<file path="src/rtl/div_pkg.sv">
// Shared types and constants for the sequential restoring divider.
package div_pkg;

  // Divider control states: waiting for operands, iterating, holding a result.
  typedef enum logic [1:0] {
    IDLE = 2'd0,
    CALC = 2'd1,
    DONE = 2'd2
  } state_t;

  // Quotient reported for a zero divisor. The top slices it to its own width.
  localparam logic [63:0] DBZ_QUOTIENT = '1;

  // Step counter width. It can hold the value WIDTH.
  function automatic int cnt_width(input int w);
    return $clog2(w + 1);
  endfunction

endpackage

</file>
<file path="src/rtl/div_step.sv">
// One radix-2 restoring step. The partial remainder is shifted left and takes
// in the next dividend bit. The divisor is subtracted only if the result
// stays non-negative, and that decision becomes the next quotient bit.
module div_step #(
  parameter int WIDTH = 8
) (
  input  logic [WIDTH:0]   rem_in,
  input  logic             dvd_bit,
  input  logic [WIDTH-1:0] divisor,
  output logic [WIDTH:0]   rem_out,
  output logic             q_bit
);

  logic [WIDTH+1:0] shifted;
  logic [WIDTH:0]   diff;

  // Trial subtraction. diff is only kept when it fits, so WIDTH+1 bits are enough.
  always_comb begin
    shifted = {rem_in, dvd_bit};
    q_bit   = (shifted >= {2'b00, divisor});
    diff    = shifted[WIDTH:0] - {1'b0, divisor};
    rem_out = q_bit ? diff : shifted[WIDTH:0];
  end

endmodule

</file>
<file path="src/rtl/seq_restoring_divider.sv">
// Iterative radix-2 restoring divider with a valid/ready handshake on input and output.
// Only one operation is in flight at a time. A sideband (ctrls) travels with each result.
// Build option SEQ_DIVIDER_SIGNED_EN: two's-complement operands. The divider takes
// magnitudes at accept and fixes the signs when it loads the results.
module seq_restoring_divider
  import div_pkg::*;
#(
  parameter int WIDTH                 = 8,
  parameter int CONTROL_SIGNALS_WIDTH = 4
) (
  input  logic                             clk,
  input  logic                             rst,
  input  logic                             in_valid,
  output logic                             in_ready,
  input  logic [WIDTH-1:0]                 dividend,
  input  logic [WIDTH-1:0]                 divisor,
  input  logic [CONTROL_SIGNALS_WIDTH-1:0] ctrls_in,
  output logic                             out_valid,
  input  logic                             out_ready,
  output logic [WIDTH-1:0]                 quotient,
  output logic [WIDTH-1:0]                 remainder,
  output logic [CONTROL_SIGNALS_WIDTH-1:0] ctrls_out,
  output logic                             div_by_zero
);

  localparam int            CW   = cnt_width(WIDTH);
  localparam logic [CW-1:0] LAST = CW'(WIDTH - 1);

  state_t state, state_nx;

  logic [WIDTH-1:0]                 dvd_q;   // dividend shifting out, quotient shifting in
  logic [WIDTH-1:0]                 dvs_q;
  logic [WIDTH:0]                   rem_q;
  logic [CW-1:0]                    cnt_q;
  logic [CONTROL_SIGNALS_WIDTH-1:0] ctl_q;

  logic             accept;
  logic [WIDTH:0]   rem_nx;
  logic             q_bit;
  logic [WIDTH-1:0] quo_nx;
  logic [WIDTH-1:0] op_dvd, op_dvs;
  logic [WIDTH-1:0] res_quo, res_rem, dbz_rem;

  assign in_ready = (state == IDLE) && !rst;
  assign accept   = in_valid && in_ready;

  div_step #(.WIDTH(WIDTH)) u_step (
    .rem_in  (rem_q),
    .dvd_bit (dvd_q[WIDTH-1]),
    .divisor (dvs_q),
    .rem_out (rem_nx),
    .q_bit   (q_bit)
  );

  assign quo_nx = {dvd_q[WIDTH-2:0], q_bit};

`ifdef SEQ_DIVIDER_SIGNED_EN
  logic neg_q, neg_r;

  // The core works on magnitudes. The most negative value maps to 2^(WIDTH-1), which still fits unsigned.
  assign op_dvd  = dividend[WIDTH-1] ? -dividend : dividend;
  assign op_dvs  = divisor[WIDTH-1]  ? -divisor  : divisor;
  assign res_quo = neg_q ? -quo_nx : quo_nx;
  assign res_rem = neg_r ? -rem_nx[WIDTH-1:0] : rem_nx[WIDTH-1:0];
  // The dividend magnitude is still unshifted on the zero-divisor path, so re-signing it gives back the raw dividend.
  assign dbz_rem = neg_r ? -dvd_q : dvd_q;

  // The quotient sign is the XOR of the operand signs. The remainder follows the dividend sign.
  always_ff @(posedge clk) begin
    if (rst) begin
      neg_q <= 1'b0;
      neg_r <= 1'b0;
    end else if (accept) begin
      neg_q <= dividend[WIDTH-1] ^ divisor[WIDTH-1];
      neg_r <= dividend[WIDTH-1];
    end
  end
`else
  assign op_dvd  = dividend;
  assign op_dvs  = divisor;
  assign res_quo = quo_nx;
  assign res_rem = rem_nx[WIDTH-1:0];
  assign dbz_rem = dvd_q;
`endif

  // State register.
  always_ff @(posedge clk) begin
    if (rst) state <= IDLE;
    else     state <= state_nx;
  end

  // Next state. A zero divisor skips CALC entirely.
  always_comb begin
    state_nx = state;
    case (state)
      IDLE:    if (accept) state_nx = (divisor == '0) ? DONE : CALC;
      CALC:    if (cnt_q == LAST) state_nx = DONE;
      DONE:    if (out_valid && out_ready) state_nx = IDLE;
      default: state_nx = IDLE;
    endcase
  end

  // Datapath: capture operands, iterate, load results and hold them until the consumer takes them.
  always_ff @(posedge clk) begin
    if (rst) begin
      dvd_q       <= '0;
      dvs_q       <= '0;
      rem_q       <= '0;
      cnt_q       <= '0;
      ctl_q       <= '0;
      out_valid   <= 1'b0;
      quotient    <= '0;
      remainder   <= '0;
      ctrls_out   <= '0;
      div_by_zero <= 1'b0;
    end else begin
      case (state)
        IDLE: if (accept) begin
          dvd_q <= op_dvd;
          dvs_q <= op_dvs;
          rem_q <= '0;
          cnt_q <= '0;
          ctl_q <= ctrls_in;
        end
        CALC: begin
          rem_q <= rem_nx;
          dvd_q <= quo_nx;
          cnt_q <= cnt_q + 1'b1;
          if (cnt_q == LAST) begin
            out_valid   <= 1'b1;
            quotient    <= res_quo;
            remainder   <= res_rem;
            ctrls_out   <= ctl_q;
            div_by_zero <= 1'b0;
          end
        end
        DONE: begin
          // DONE without out_valid only happens on the zero-divisor path. Its result is loaded one cycle after accept.
          if (!out_valid) begin
            out_valid   <= 1'b1;
            quotient    <= DBZ_QUOTIENT[WIDTH-1:0];
            remainder   <= dbz_rem;
            ctrls_out   <= ctl_q;
            div_by_zero <= 1'b1;
          end else if (out_ready) begin
            out_valid <= 1'b0;
          end
        end
        default: ;
      endcase
    end
  end

endmodule

</file>
<file path="config.mk">
export PLATFORM = sky130hd
export DESIGN_NAME = seq_restoring_divider
export DESIGN_NICKNAME = d
export VERILOG_FILES = /design/src/rtl/div_pkg.sv /design/src/rtl/div_step.sv /design/src/rtl/seq_restoring_divider.sv
export SDC_FILE = /design/constraint.sdc
export NUM_CORES = 1
export LEC_CHECK = 0
export BUFFER_PORTS_ARGS = -buffer_cell sky130_fd_sc_hd__buf_2
export CAP_MARGIN = 20
export CORE_UTILIZATION = 35
export CTS_CLUSTER_DIAMETER = 50
export DETAILED_ROUTE_END_ITERATION = 8
export PLACE_DENSITY_LB_ADDON = 0.1
export SYNTH_ARGS = -nofsm -noshare
export SYNTH_HDL_FRONTEND = slang
export SYNTH_SLANG_ARGS = --single-unit
</file>
<file path="constraint.sdc">
create_clock -name clk -period 3.8 [get_ports clk]
set_input_delay 0.38 -clock clk [delete_from_list [all_inputs] [get_ports clk]]
set_output_delay 0.38 -clock clk [all_outputs]
set_load 0.01 [all_outputs]
</file>
==> flow_results.xml <==
<?xml version="1.0" encoding="UTF-8"?>
<metrics>
  <group name="floorplanning">
    <metric name="floorplan.initialDensity" unit="">0.3668</metric>
    <metric name="dieArea" unit="um^2">8037</metric>
    <metric name="top_level_ports" unit="">47</metric>
    <metric name="std_cell_rows" unit="">31</metric>
    <metric name="die_x" unit="um">89.65</metric>
    <metric name="chipHeight" unit="um">89.65</metric>
    <metric name="core_region_area" unit="um^2">7331</metric>
  </group>
  <group name="grt">
    <metric name="grt_first_pass_wirelength" unit="mm">11.07</metric>
    <metric name="grt_antenna_before_repair" unit="">0</metric>
    <metric name="globalRouteTotalUtil" unit="">0.1867</metric>
    <metric name="grt_pass1_vias" unit="">2272</metric>
    <metric name="grt_start_max_net_pins" unit="">36</metric>
    <metric name="global_route.overflow_total" unit="">0</metric>
  </group>
  <group name="clock_network">
    <metric name="clk_pin_slew" unit="ps">70</metric>
    <metric name="total_cts_buffers" unit="">9</metric>
    <metric name="cts.repair.resized" unit="">0</metric>
    <metric name="ctsRootBufferMaster" unit="">clkbuf_8</metric>
    <metric name="number_of_post_cts_setup_repair_buffers" unit="">0</metric>
    <metric name="clock_sink_count" unit="">57</metric>
    <metric name="clock_tree_from_tritoncts" unit="">built</metric>
    <metric name="cts-root-to-sink-buffers" unit="">2</metric>
    <metric name="hold_buffers" unit="">0</metric>
    <metric name="clk-insertion-delay-late" unit="ps">340</metric>
    <metric name="htree_num_levels" unit="">3</metric>
  </group>
  <group name="timing">
    <metric name="timing.setup.tns" unit="ps">0</metric>
    <metric name="fmax" unit="GHz">0.3442</metric>
    <metric name="min_period_over_period" unit="">0.7646</metric>
    <metric name="endpoints_failing_setup" unit="">0</metric>
    <metric name="grt_setup_unrepaired" unit="">no</metric>
    <metric name="period_needed" unit="ps">2905</metric>
    <metric name="max_slew_margin" unit="">0.4325</metric>
    <metric name="timing_hold_violations_final" unit="">0</metric>
    <metric name="timing_worst_slew_pin_value" unit="ps">848.1</metric>
    <metric name="finClkSkew" unit="ps">8.374</metric>
    <metric name="slew_viol_final" unit="">0</metric>
  </group>
  <group name="worst_setup_path">
    <metric name="r2r_slack" unit="ps">890</metric>
    <metric name="crit_path_start_kind" unit="">flop</metric>
    <metric name="type_of_the_worst_setup_path" unit="">reg -&gt; reg</metric>
    <metric name="top_fanout_value_on_the_critical_path" unit="">11</metric>
    <metric name="end_kind" unit="">flop</metric>
    <metric name="worst-endpoint-arrival" unit="ps">3120</metric>
    <metric name="critical_path_required" unit="ps">4020</metric>
  </group>
  <group name="flow_run">
    <metric name="max_cap_viol_count" unit="">0</metric>
  </group>
  <group name="placement">
    <metric name="routabilityCongestion" unit="">0.7910</metric>
    <metric name="post-dp-hpwl" unit="mm">4.992</metric>
    <metric name="port_buffers" unit="">46</metric>
  </group>
  <group name="synth">
    <metric name="synthesized_netlist_net_count" unit="">361</metric>
    <metric name="yosysWarningCount" unit="">0</metric>
    <metric name="synth.top_cells.by_area" unit="">dfxtp_1, nand2_1, nor2_1, a21oi_1, o21ai_0</metric>
    <metric name="yosysTopAreaCellShare" unit="">0.4244</metric>
    <metric name="yosysTopAreaCell" unit="">dfxtp_1</metric>
    <metric name="post_synth_instance_area" unit="um^2">2689</metric>
    <metric name="syn_area_per_cell" unit="um^2">8.223</metric>
    <metric name="post_synth_inst_count" unit="">327</metric>
    <metric name="synth-seq-area-share" unit="">0.4244</metric>
    <metric name="synth.distinct_cells" unit="">44</metric>
    <metric name="ys_ff_latch" unit="">57</metric>
  </group>
  <group name="cells_and_area">
    <metric name="multiInputGateArea" unit="um^2">1445</metric>
    <metric name="most_common_library_cell_in_the_layout_ignoring_fill_and_taps" unit="">dfxtp_1</metric>
    <metric name="util_after_layout" unit="">0.4368</metric>
    <metric name="layout_common_cells" unit="">dfxtp_1, nand2_1, buf_2</metric>
    <metric name="area.growth.synth_to_final" unit="%">19.08</metric>
    <metric name="diodes" unit="">0</metric>
    <metric name="register_area" unit="um^2">1141</metric>
    <metric name="layout.filler_cells" unit="">763</metric>
    <metric name="share_of_cells_above_drive_strength_1" unit="">0.2005</metric>
    <metric name="design.final.nets" unit="">403</metric>
  </group>
  <group name="routing">
    <metric name="dr_total_vias" unit="">2356</metric>
    <metric name="routed_via_density" unit="">4.981</metric>
    <metric name="drt_first_pass_iters" unit="">4</metric>
    <metric name="drt_iter0_drc" unit="">117</metric>
    <metric name="avgRoutedWirePerCell" unit="um">14.49</metric>
    <metric name="drc" unit="">0</metric>
    <metric name="totalWireLength" unit="mm">6.852</metric>
    <metric name="detail-route-antenna-nets" unit="">0</metric>
  </group>
  <group name="pwr">
    <metric name="ir_worst_vdd" unit="mV">0.2312</metric>
    <metric name="p_per_area" unit="nW/um^2">632.8</metric>
    <metric name="report.power.total" unit="W">0.002026</metric>
    <metric name="power_leakage" unit="nW">1.287</metric>
  </group>
  <group name="run_status">
    <metric name="outcome" unit="">complete, no violations</metric>
  </group>
  <group name="hold_path">
    <metric name="timing.hold.worst.class" unit="">in -&gt; reg</metric>
  </group>
</metrics>
synthesized netlist by cell type (all sizes together):
cell type,number
nand2b,9
ha,9
a211oi,4
buf,1
mux2i,6
mux2,1
o21a,3
nor3,11
xnor2,3
dfxtp,57
o21ai,25
o311a,1
nor4,4
and2,1
a311oi,1
or3,1
and3b,1
fa,1
o211ai,3
or2,2
nor2b,4
inv,9
a221oi,1
a22o,2
o31a,1
o21bai,1
a21oi,26
a2111o,1
nand3,3
o31ai,9
a22oi,8
nand2,47
nor2,44
nand4,2
xor2,2
a21o,3
or2b,1
clkbuf,17
a2111oi,2
stage by stage:
stage	setup WS, ps	instances	instance area (um^2)	hold WS, ps
3_5_place_dp	874.0	457	2997	441.3
4_1_cts	871.1	473	3202	238.8
2_1_floorplan	1160	327	2689	436.8
3_3_place_gp	939.2	457	2997	440.4
5_1_grt	665.8	473	3202	265.3
6_report	894.7	473	3202	244.0
sequential cells by signal, summed over array words and instances, names as in the netlist:
name,count
rem_q,9
dvs_q,8
remainder,8
dbz_rem,8
cnt_q,4
quotient,8
state,2
ctrls_out,4
out_valid,1
ctl_q,4
div_by_zero,1
cell type report:
cell class | instances | share of cell area
flip-flops and latches | 57 | 0.3564
clock buffers | 10 | 0.04299
well taps | 99 | 0.03869
repair buffers | 49 | 0.07894
inverters | 9 | 0.01055
clock inverters | 6 | 0.02110
multi-input cells | 243 | 0.4513
where the power goes:
group / total (W) / internal (W) / leakage, nW / switching, W
Clock: 0.000582 / 0.000321 / 0.0985 / 0.000260
Combinational: 0.000734 / 0.000333 / 0.725 / 0.000401
Sequential: 0.000711 / 0.000651 / 0.463 / 0.0000597
cell families (layout without fill, tap and decap cells):
logic type      count (synthesis)  after routing  share of synthesized area
compound gates                 91             91                     0.2252
flops                          57             57                     0.4244
buf+inv                        27             74                    0.04048
mux                             7              7                    0.02652
xor+xnor                        5              5                    0.01629
simple gates                  130            130                     0.2178
fa+ha+maj                      10             10                    0.04933
worst max-delay path, cell delays in order, from the launching register on:
cell	delay, ps
dfxtp_1	310
inv_1	90
ha_1	170
inv_1	50
fa_1	430
a211oi_4	280
o21ai_2	110
a2111oi_4	610
buf_4	290
mux2i_1	240
a21o_1	140
a21oi_1	60
path summary, 6_finish.rpt:
path | startpoint | to | cells past startpoint
setup reg to reg | dbz_rem[7] | remainder[4] | 11
setup / recovery | dbz_rem[7] | remainder[4] | 11
hold reg to reg | ctrls_out[3] | ctrls_out[3] | 2
hold / removal | ctrls_in[1] | ctl_q[1] | 3
metal layers:
layer  vias up  track usage  wire length (um)
met5         -            0                 0
met4         0      0.07792               120
met3        11      0.03931               305
met2        52       0.2996              3130
met1      1068       0.2438              3297
li1       1225            -                 -
(Power assumes the default switching activity.)
